==> src/rtl/gated_reg_pkg.sv <==
// Shared types and widths for the clock-gated register bank.
package gated_reg_pkg;

   localparam int CNT_W  = 16;
   localparam int HOLD_W = 8;

   typedef enum logic [1:0] {
      GATED   = 2'd0,
      OPEN    = 2'd1,
      HOLDING = 2'd2
   } gate_state_e;

endpackage

==> src/rtl/gated_reg_bank_gate_ctrl.sv <==
// Per-channel gate controller: keeps the clock gate open for HOLD cycles
// after the last effective write, then closes it.
module gate_ctrl
   import gated_reg_pkg::*;
#(
   parameter int HOLD = 4
) (
   input  logic clk,
   input  logic rst_n,
   input  logic wr,
   output logic gate_en
);

   localparam logic [HOLD_W-1:0] HOLD_L = HOLD_W'(HOLD);

   gate_state_e       state, state_n;
   logic [HOLD_W-1:0] cnt, cnt_n;

   // OPEN is the first cycle after a write, so the gate stays open for
   // exactly HOLD cycles after it; HOLD=0 closes right after the write.
   always_comb begin
      state_n = state;
      cnt_n   = cnt;
      if (wr) begin
         cnt_n   = HOLD_L;
         state_n = (HOLD_L == '0) ? GATED : OPEN;
      end else if (state != GATED) begin
         cnt_n   = cnt - HOLD_W'(1);
         state_n = (cnt == HOLD_W'(1)) ? GATED : HOLDING;
      end
   end

   always_ff @(posedge clk or negedge rst_n) begin
      if (!rst_n) begin
         state <= GATED;
         cnt   <= '0;
      end else begin
         state <= state_n;
         cnt   <= cnt_n;
      end
   end

   assign gate_en = wr | (state != GATED);

endmodule

==> src/rtl/gated_reg_bank.sv <==
// Bank of independently written registers with per-channel clock-gate
// enables and a saturating count of gated channel-cycles.
module gated_reg_bank
   import gated_reg_pkg::*;
#(
   parameter int WIDTH    = 8,
   parameter int CHANNELS = 5,
   parameter int HOLD     = 4
) (
   input  logic                      CLK,
   input  logic                      RST_N,
   input  logic [CHANNELS-1:0]       En,
   input  logic [WIDTH-1:0]          D_IN,
   input  logic                      DD_MODE,
   input  logic                      CLR_CNT,
   output logic [CHANNELS*WIDTH-1:0] OUT,
   output logic [CHANNELS-1:0]       GATE_EN,
   output logic [CNT_W-1:0]          SAVED_CNT
);

   logic [CHANNELS-1:0][WIDTH-1:0] data_q;
   logic [CHANNELS-1:0]            wr;

   for (genvar g = 0; g < CHANNELS; g++) begin : g_ch
      // Data-driven mode drops writes that would store the same value.
      assign wr[g] = En[g] & (~DD_MODE | (D_IN != data_q[g]));

      always_ff @(posedge CLK or negedge RST_N) begin
         if (!RST_N)     data_q[g] <= '0;
         else if (wr[g]) data_q[g] <= D_IN;
      end

      gate_ctrl #(.HOLD(HOLD)) u_gate (
         .clk     (CLK),
         .rst_n   (RST_N),
         .wr      (wr[g]),
         .gate_en (GATE_EN[g])
      );
   end

   assign OUT = data_q;

   logic [CNT_W:0] idle, sum;

   always_comb begin
      idle = '0;
      for (int i = 0; i < CHANNELS; i++)
         idle = idle + {{CNT_W{1'b0}}, ~GATE_EN[i]};
      sum = {1'b0, SAVED_CNT} + idle;
   end

   always_ff @(posedge CLK or negedge RST_N) begin
      if (!RST_N)        SAVED_CNT <= '0;
      else if (CLR_CNT)  SAVED_CNT <= '0;
      else if (sum[CNT_W]) SAVED_CNT <= '1;
      else               SAVED_CNT <= sum[CNT_W-1:0];
   end

endmodule

==> config.mk <==
export PLATFORM = sky130hd
export DESIGN_NAME = gated_reg_bank
export DESIGN_NICKNAME = d
export VERILOG_FILES = /design/src/rtl/gated_reg_pkg.sv /design/src/rtl/gated_reg_bank_gate_ctrl.sv /design/src/rtl/gated_reg_bank.sv
export SDC_FILE = /design/constraint.sdc
export NUM_CORES = 1
export LEC_CHECK = 0
export ABC_AREA = 1
export BUFFER_PORTS_ARGS = -buffer_cell sky130_fd_sc_hd__buf_2
export CAP_MARGIN = 10
export CORE_MARGIN = 1
export CORE_UTILIZATION = 63
export DETAILED_ROUTE_END_ITERATION = 8
export PLACE_DENSITY_LB_ADDON = 0.25
export SLEW_MARGIN = 20
export SYNTH_ARGS = -nofsm -noshare
export SYNTH_HDL_FRONTEND = slang
export SYNTH_SLANG_ARGS = --single-unit
==> constraint.sdc <==
create_clock -name CLK -period 5.7 [get_ports CLK]
set_input_delay 0 -clock CLK [delete_from_list [all_inputs] [get_ports CLK]]
set_output_delay 0 -clock CLK [all_outputs]
set_load 0.02 [all_outputs]
### After elaboration in Yosys (flattened, before gate mapping)

Index checks and enable logic that the tools add are counted.

| operators by class | value |
|---|---|
| add/subtract/negate cells | 10 |
| eq/ne operators | 10 |
| mux-type cells | 27 |
| bitwise logic cells | 21 |
| reduce and logical (&&, ||, !) cells | 10 |

Operators by type and width:

| operator | number |
|---|---|
| $mux W8 | 10 |
| $eq A8 B1 Y1 const B | 5 |
| $ne A8 B8 Y1 | 5 |
| $sub A8 B1 Y8 const B | 5 |
| $mux W16 | 2 |
| $mux W2 | 15 |
| $reduce_bool A2 Y1 | 10 |
| $add A16 B5 Y17 | 1 |
| $or A1 B1 Y1 | 10 |
| $not A1 Y1 | 6 |
| $add A4 B1 Y5 | 1 |
| $and A1 B1 Y1 | 5 |
| $add A3 B1 Y4 | 1 |
| $add A2 B1 Y3 | 1 |
| $add A1 B1 Y2 | 1 |

| storage, ports and cells | value |
|---|---|
| bits in registers | 106 |
| input port bits | 17 |
| output and inout bits | 61 |

### Depth between registers and ports, before layout

| depth | value |
|---|---|
| depth after elaboration | 12 |
| mapped depth | 23 |
| mapped depth without buffers | 23 |

### By module

From an unflattened synthesis, not the netlist that was laid out.

| unflattened totals | value |
|---|---|
| cell total of the unflattened synthesis | 828 |
| area total of the unflattened synthesis | 6,224.7 µm² |

Modules (own cells, without submodules):

| module | instances | cells an instance | area an instance (µm²) | sequential area each (µm²) |
|---|---|---|---|---|
| gated_reg_bank | 1 | 498 | 3,522.1 | 1,401.3 |
| gate_ctrl | 5 | 66 | 540.5 | 250.2 |

### Least setup slack after synthesis

Ideal clock, no wire load.

| timing path | value |
|---|---|
| path kind | register to register |
| start point | register data_q, in the netlist OUT[7] |
| end point | register SAVED_CNT[7] |
| library setup time | 63 ps |
| data arrival time | 3,542 ps |
| setup slack | 2,095 ps |
| stages on the path, launching flop included | 24 |
| buffers on the path | 1 |
| period minus slack after synthesis | 3,605 ps |
| path through | dfrtp_1 -> inv_1 -> nand2_1 -> nand2_1 -> inv_1 -> nand3_1 -> nor2_1 -> nand2_4 -> nand2_8 -> nand2_1 -> fa_1 -> fa_1 -> inv_1 -> ha_1 -> inv_1 -> fa_1 -> inv_1 -> nand2_2 -> a21oi_4 -> nand4_4 -> buf_6 -> nand3_1 -> nand2_1 -> inv_1 |

| on the way | value |
|---|---|
| word-level cells in the longest chain between the ends | 12 |

Ends and longest elaborated chain:

| element | RTL line | text |
|---|---|---|
| start, declared | gated_reg_bank.sv:21 | `logic [CHANNELS-1:0][WIDTH-1:0] data_q;` |
| start signal, assigned by index | gated_reg_bank.sv:29 | `if (!RST_N) data_q[g] <= '0;` |
| start signal, assigned by index | gated_reg_bank.sv:30 | `else if (wr[g]) data_q[g] <= D_IN;` |
| $ne A8 B8 Y1 | gated_reg_bank.sv:26 | `assign wr[g] = En[g] & (~DD_MODE \| (D_IN != data_q[g]));` |
| $or A1 B1 Y1 | gated_reg_bank.sv:26 |  |
| $and A1 B1 Y1 | gated_reg_bank.sv:26 |  |
| $or A1 B1 Y1 | gated_reg_bank_gate_ctrl.sv:43 | `assign gate_en = wr \| (state != GATED);` |
| net g_ch[0].u_gate.gate_en | gated_reg_bank_gate_ctrl.sv:11 | `output logic gate_en` |
| $not A1 Y1 | gated_reg_bank.sv:48 | `idle = idle + {{CNT_W{1'b0}}, ~GATE_EN[i]};` |
| $add A1 B1 Y2 | gated_reg_bank.sv:48 |  |
| $add A2 B1 Y3 | gated_reg_bank.sv:48 |  |
| $add A3 B1 Y4 | gated_reg_bank.sv:48 |  |
| $add A4 B1 Y5 | gated_reg_bank.sv:48 |  |
| $add A16 B5 Y17 | gated_reg_bank.sv:49 | `sum = {1'b0, SAVED_CNT} + idle;` |
| $mux W16 | gated_reg_bank.sv:55 | `else if (sum[CNT_W]) SAVED_CNT <= '1;` |
| $mux W16 | gated_reg_bank.sv:54 | `else if (CLR_CNT) SAVED_CNT <= '0;` |
| end signal, assigned | gated_reg_bank.sv:56 | `else SAVED_CNT <= sum[CNT_W-1:0];` |
| end, declared | gated_reg_bank.sv:18 | `output logic [CNT_W-1:0] SAVED_CNT` |

The timed path passes the listed nets, and every way through them passes these cells.
A chain may end at the register's enable or synchronous reset.

### Worst setup path in the final report

| timing path | value |
|---|---|
| start point | input D_IN[5] |
| end point | register SAVED_CNT[13] |

| on the way | value |
|---|---|
| word-level cells in the longest chain between the ends | 12 |
| elaborated cells between the ends (all ways) | 32 |
| those cells by class | add/sub: 5; eq/ne: 5; mux: 2; bitwise: 20 |

Ends and longest elaborated chain:

| element | RTL line | text |
|---|---|---|
| start, declared | gated_reg_bank.sv:13 | `input logic [WIDTH-1:0] D_IN,` |
| $ne A8 B8 Y1 | gated_reg_bank.sv:26 |  |
| $or A1 B1 Y1 | gated_reg_bank.sv:26 |  |
| $and A1 B1 Y1 | gated_reg_bank.sv:26 |  |
| $or A1 B1 Y1 | gated_reg_bank_gate_ctrl.sv:43 |  |
| $not A1 Y1 | gated_reg_bank.sv:48 |  |
| $add A1 B1 Y2 | gated_reg_bank.sv:48 |  |
| $add A2 B1 Y3 | gated_reg_bank.sv:48 |  |
| $add A3 B1 Y4 | gated_reg_bank.sv:48 |  |
| $add A4 B1 Y5 * | gated_reg_bank.sv:48 |  |
| $add A16 B5 Y17 * | gated_reg_bank.sv:49 |  |
| $mux W16 * | gated_reg_bank.sv:55 |  |
| $mux W16 * | gated_reg_bank.sv:54 |  |

Mark *: on every way between the ends. The rest lies on a longest branch, timed or not.

==> run metrics <==
Net Switching=0.643 mW; DRT iter0 DRCs=250; Finished Core Util=73.8%; crit path time final=roughly 4.0 ns; Port Buf Inserts=77; Slowest Stage Delay on Critical Path=between 0.5 and 0.6 ns; CTS resizes=0; Placed Area=between 6000 and 7000 um2; CTS Root Cell=clkbuf_8; most common cell in the netlist=nand2_1; leading area contributor after synthesis=dfrtp_1; cell depth of the worst setup path=24; end point of the critical path=SAVED_CNT[13]$_DFF_PN0_; syn_nets=814; fin crit share=between 70% and 80%; GP Congestion=between 0.8 and 0.9; Reg clk slew, reported paths=approximately 0.10 ns; post-synthesis cell type count=35; commonest cells in the netlist=218 x nand2_1, 119 x inv_1, 106 x dfrtp_1; Nets=901; P_int=approximately 1.2 mW; Synth top area share=between 40% and 50%; vias in the first global route=4982; routed wire length per instance=13.9 um; Chip Height=~100 um; Fmax=between 0.2 and 0.25 GHz; maximum number of pins on one net before global-route repair=slightly below 60; Setup crit start=D_IN[5]; 1st-pass router iterations=5; Flop pwr share=49.8%; initial antenna violation count=1; post-route ant nets=0; Inserted Clock Buffers=9; worst min path class=primary input to async pin; clock sink count=106; crit path kind=primary input to flop; Worst setup SP type=primary input; Post-CTS Setup Repair Bufs=0; Synthesis Warnings=0; GR Overflow Total=0; final hold vios=0; worst path buffer plus inverter count=8; overall die width=100 um; routed vias/inst=~5.1; Critical Path Most Common Cell=inv_1; RSZ-0062 raised after global routing=false; Area growth syn-to-layout=12.7%; # Max-Cap Violations=0; Core Area=roughly 9300 um2; final wirelength=about 14000 um; Clock power frac=24.0%; Die ar.=between 10000 and 15000 um2; effective utilization at floorplan=about two thirds; row count=35; average cell area after synthesis=slightly below 8 um2; DP Wirelength=9940 um; later-pin clock latency in the skew report=roughly 0.38 ns; CTS tree=yes; Max VDD drop=about 0.00020 V; Slew Viols, Final=0; cts hold-fix bufs=16; Register-to-Register Setup Slack=around 1.8 ns; TNS Setup=0 ns; Total GRT Usage=between 20 and 30%; H-tree Lvls=3; Clock Skew=approximately 0.011 ns; status=complete, no violations; Gate Count Post-Synth=780; Async SR Flop Fraction=100%; Critical R2R Launch=OUT[12]$_DFFE_PN0N_; Mapped Area=6110 um2; CP Capture Type=flop; critical-path maximum fanout=15; P per Cell Area=roughly 260 nW/um2; Seq/Total Area, Yosys=43.4%; Switching Share=35.7%; global-route wire length before repair=23300 um; critical-path cell list=dlygate4sd3_1, buf_2, inv_1, nand2_1, nand2_1, inv_1, nand3_1, nor2_1, nand2_4, nand2_8, nand2_1, fa_1, fa_1, inv_1, ha_1, inv_1, fa_1, inv_1, nand2_2, a21oi_4, nand4_4, nand3_1, nand2_1, inv_1; CP max stage cell=fa_1; cell area after layout=just under 7000 um2; layout cells sized above 1=18.0%; CTS Buffer Depth=2; Worst Max-Slew Pin Slew=0.735 ns; Reg2Reg Depth=21; Leak=approximately 3.7 nW; #FFs+latches synth=between 100 and 150; Final setup viols=0; Ports=78; Combinational Power Share=26.2%; worst path required time=~6 ns; Worst path top cell family by delay=adder cells; Slew HR=between 50% and 60%; DR DRC count=0; reg2reg end=SAVED_CNT[13]$_DFF_PN0_; arrival time at the worst endpoint=between 4 and 5 ns; vias after detailed routing=about 5000; synth top area cells=dfrtp_1 43%, nand2_1 13%, inv_1 7.3%, nand3_1 5.7%, nor2_1 4.5%; Post-synth EDFFs=0; Most used DFF post-synth=dfrtp_1; hold_ws=0.167 ns
[kinds of logic (layout without fill, tap and decap cells)]
logic type      Yosys count  after routing  share of synthesized area, %
simple gates            449            449                          34.4
buf+inv                 146            238                          10.4
flops                   106            106                          43.4
xor+xnor                 34             34                          4.88
compound gates           23             23                          2.13
fa+ha+maj                17             17                          3.85
mux                       5              5                         0.820
other cells               0              1                             0
[stage by stage]
| stage | power, mW | std cells | setup WS [ns] |
|---|---|---|---|
| finish | 1.80 | 1002 | 1.69 |
| global route | 1.91 | 1002 | 1.40 |
| CTS | 1.81 | 1001 | 1.72 |
| detailed placement | 1.37 | 969 | 1.82 |
| global placement | 1.35 | 969 | 2.00 |
| floorplan | 1.24 | 780 | 2.09 |
[sequential cells by signal, indices dropped and copies added, names as in the netlist]
register,flops
OUT,40
g_ch.u_gate.cnt,40
SAVED_CNT,16
g_ch.u_gate.state,10
[cell type report]
type	instances	area [um2]
clock inverter	7	55.1
fill	739	2450
tap	129	161
sequential	106	2650
inverter	128	513
timing repair buffer	94	556
clock buffer	9	124
antenna	1	2.50
multi-input combinational	528	2820
[layer usage]
| layer | part of all wire [%] | wire [um] | up-vias | GRT usage (%) |
|---|---|---|---|---|
| li1 | - | - | 2560 | - |
| met1 | 44 | 6080 | 2410 | 39.4 |
| met2 | 49 | 6770 | 156 | 50.1 |
| met3 | 5.5 | 771 | 27 | 5.13 |
| met4 | 2.0 | 282 | 0 | 9.81 |
| met5 | 0 | 0 | - | 0 |
[cell usage in the layout, fill, tap and decap left out, drive strengths merged]
cell           n
or2            6
nor3           8
o21ai          2
inv          129
dfrtp        106
clkinvlp       2
clkbuf         9
buf           78
dlygate4sd3   16
diode          1
fa             3
nor2         111
mux2i          5
a21oi         21
xor2          28
nor3b          1
ha            14
nand3         71
nand2        229
nand3b         5
xnor2          6
nand4         18
clkinv         4
[worst min path at each step]
stage / startpoint / end / cells after the start
after floorplan: RST_N / OUT[0]$_DFFE_PN0N_ / 0
after global placement: RST_N / g_ch[2].u_gate.cnt[5]$_DFFE_PN0P_ / 1
after detailed placement: RST_N / g_ch[2].u_gate.cnt[7]$_DFFE_PN0P_ / 1
after CTS: RST_N / g_ch[4].u_gate.cnt[3]$_DFFE_PN0P_ / 2
after global routing: RST_N / g_ch[3].u_gate.cnt[4]$_DFFE_PN0N_ / 2
final: RST_N / g_ch[2].u_gate.cnt[7]$_DFFE_PN0P_ / 2
[worst reg2reg max path, delay by kind of cell, from the launching register on]
family                     cells  cell delay, ns
AOI/OAI and AO/OA              1            0.21
adders and majority gates      4            1.51
buffers and inverters          5            0.34
DFF                            1            0.42
and+or+nand+nor               11            1.38
[power groups by stage]
stage                     Sequential, mW  Clock, mW  Combinational, mW
after floorplan                    0.936          0              0.302
after global placement             0.907          0              0.446
after detailed placement           0.911          0              0.461
after CTS                          0.897      0.440              0.475
after global routing               0.909      0.467              0.533
final                              0.898      0.432              0.472
Power figures use the tool's default switching activity.
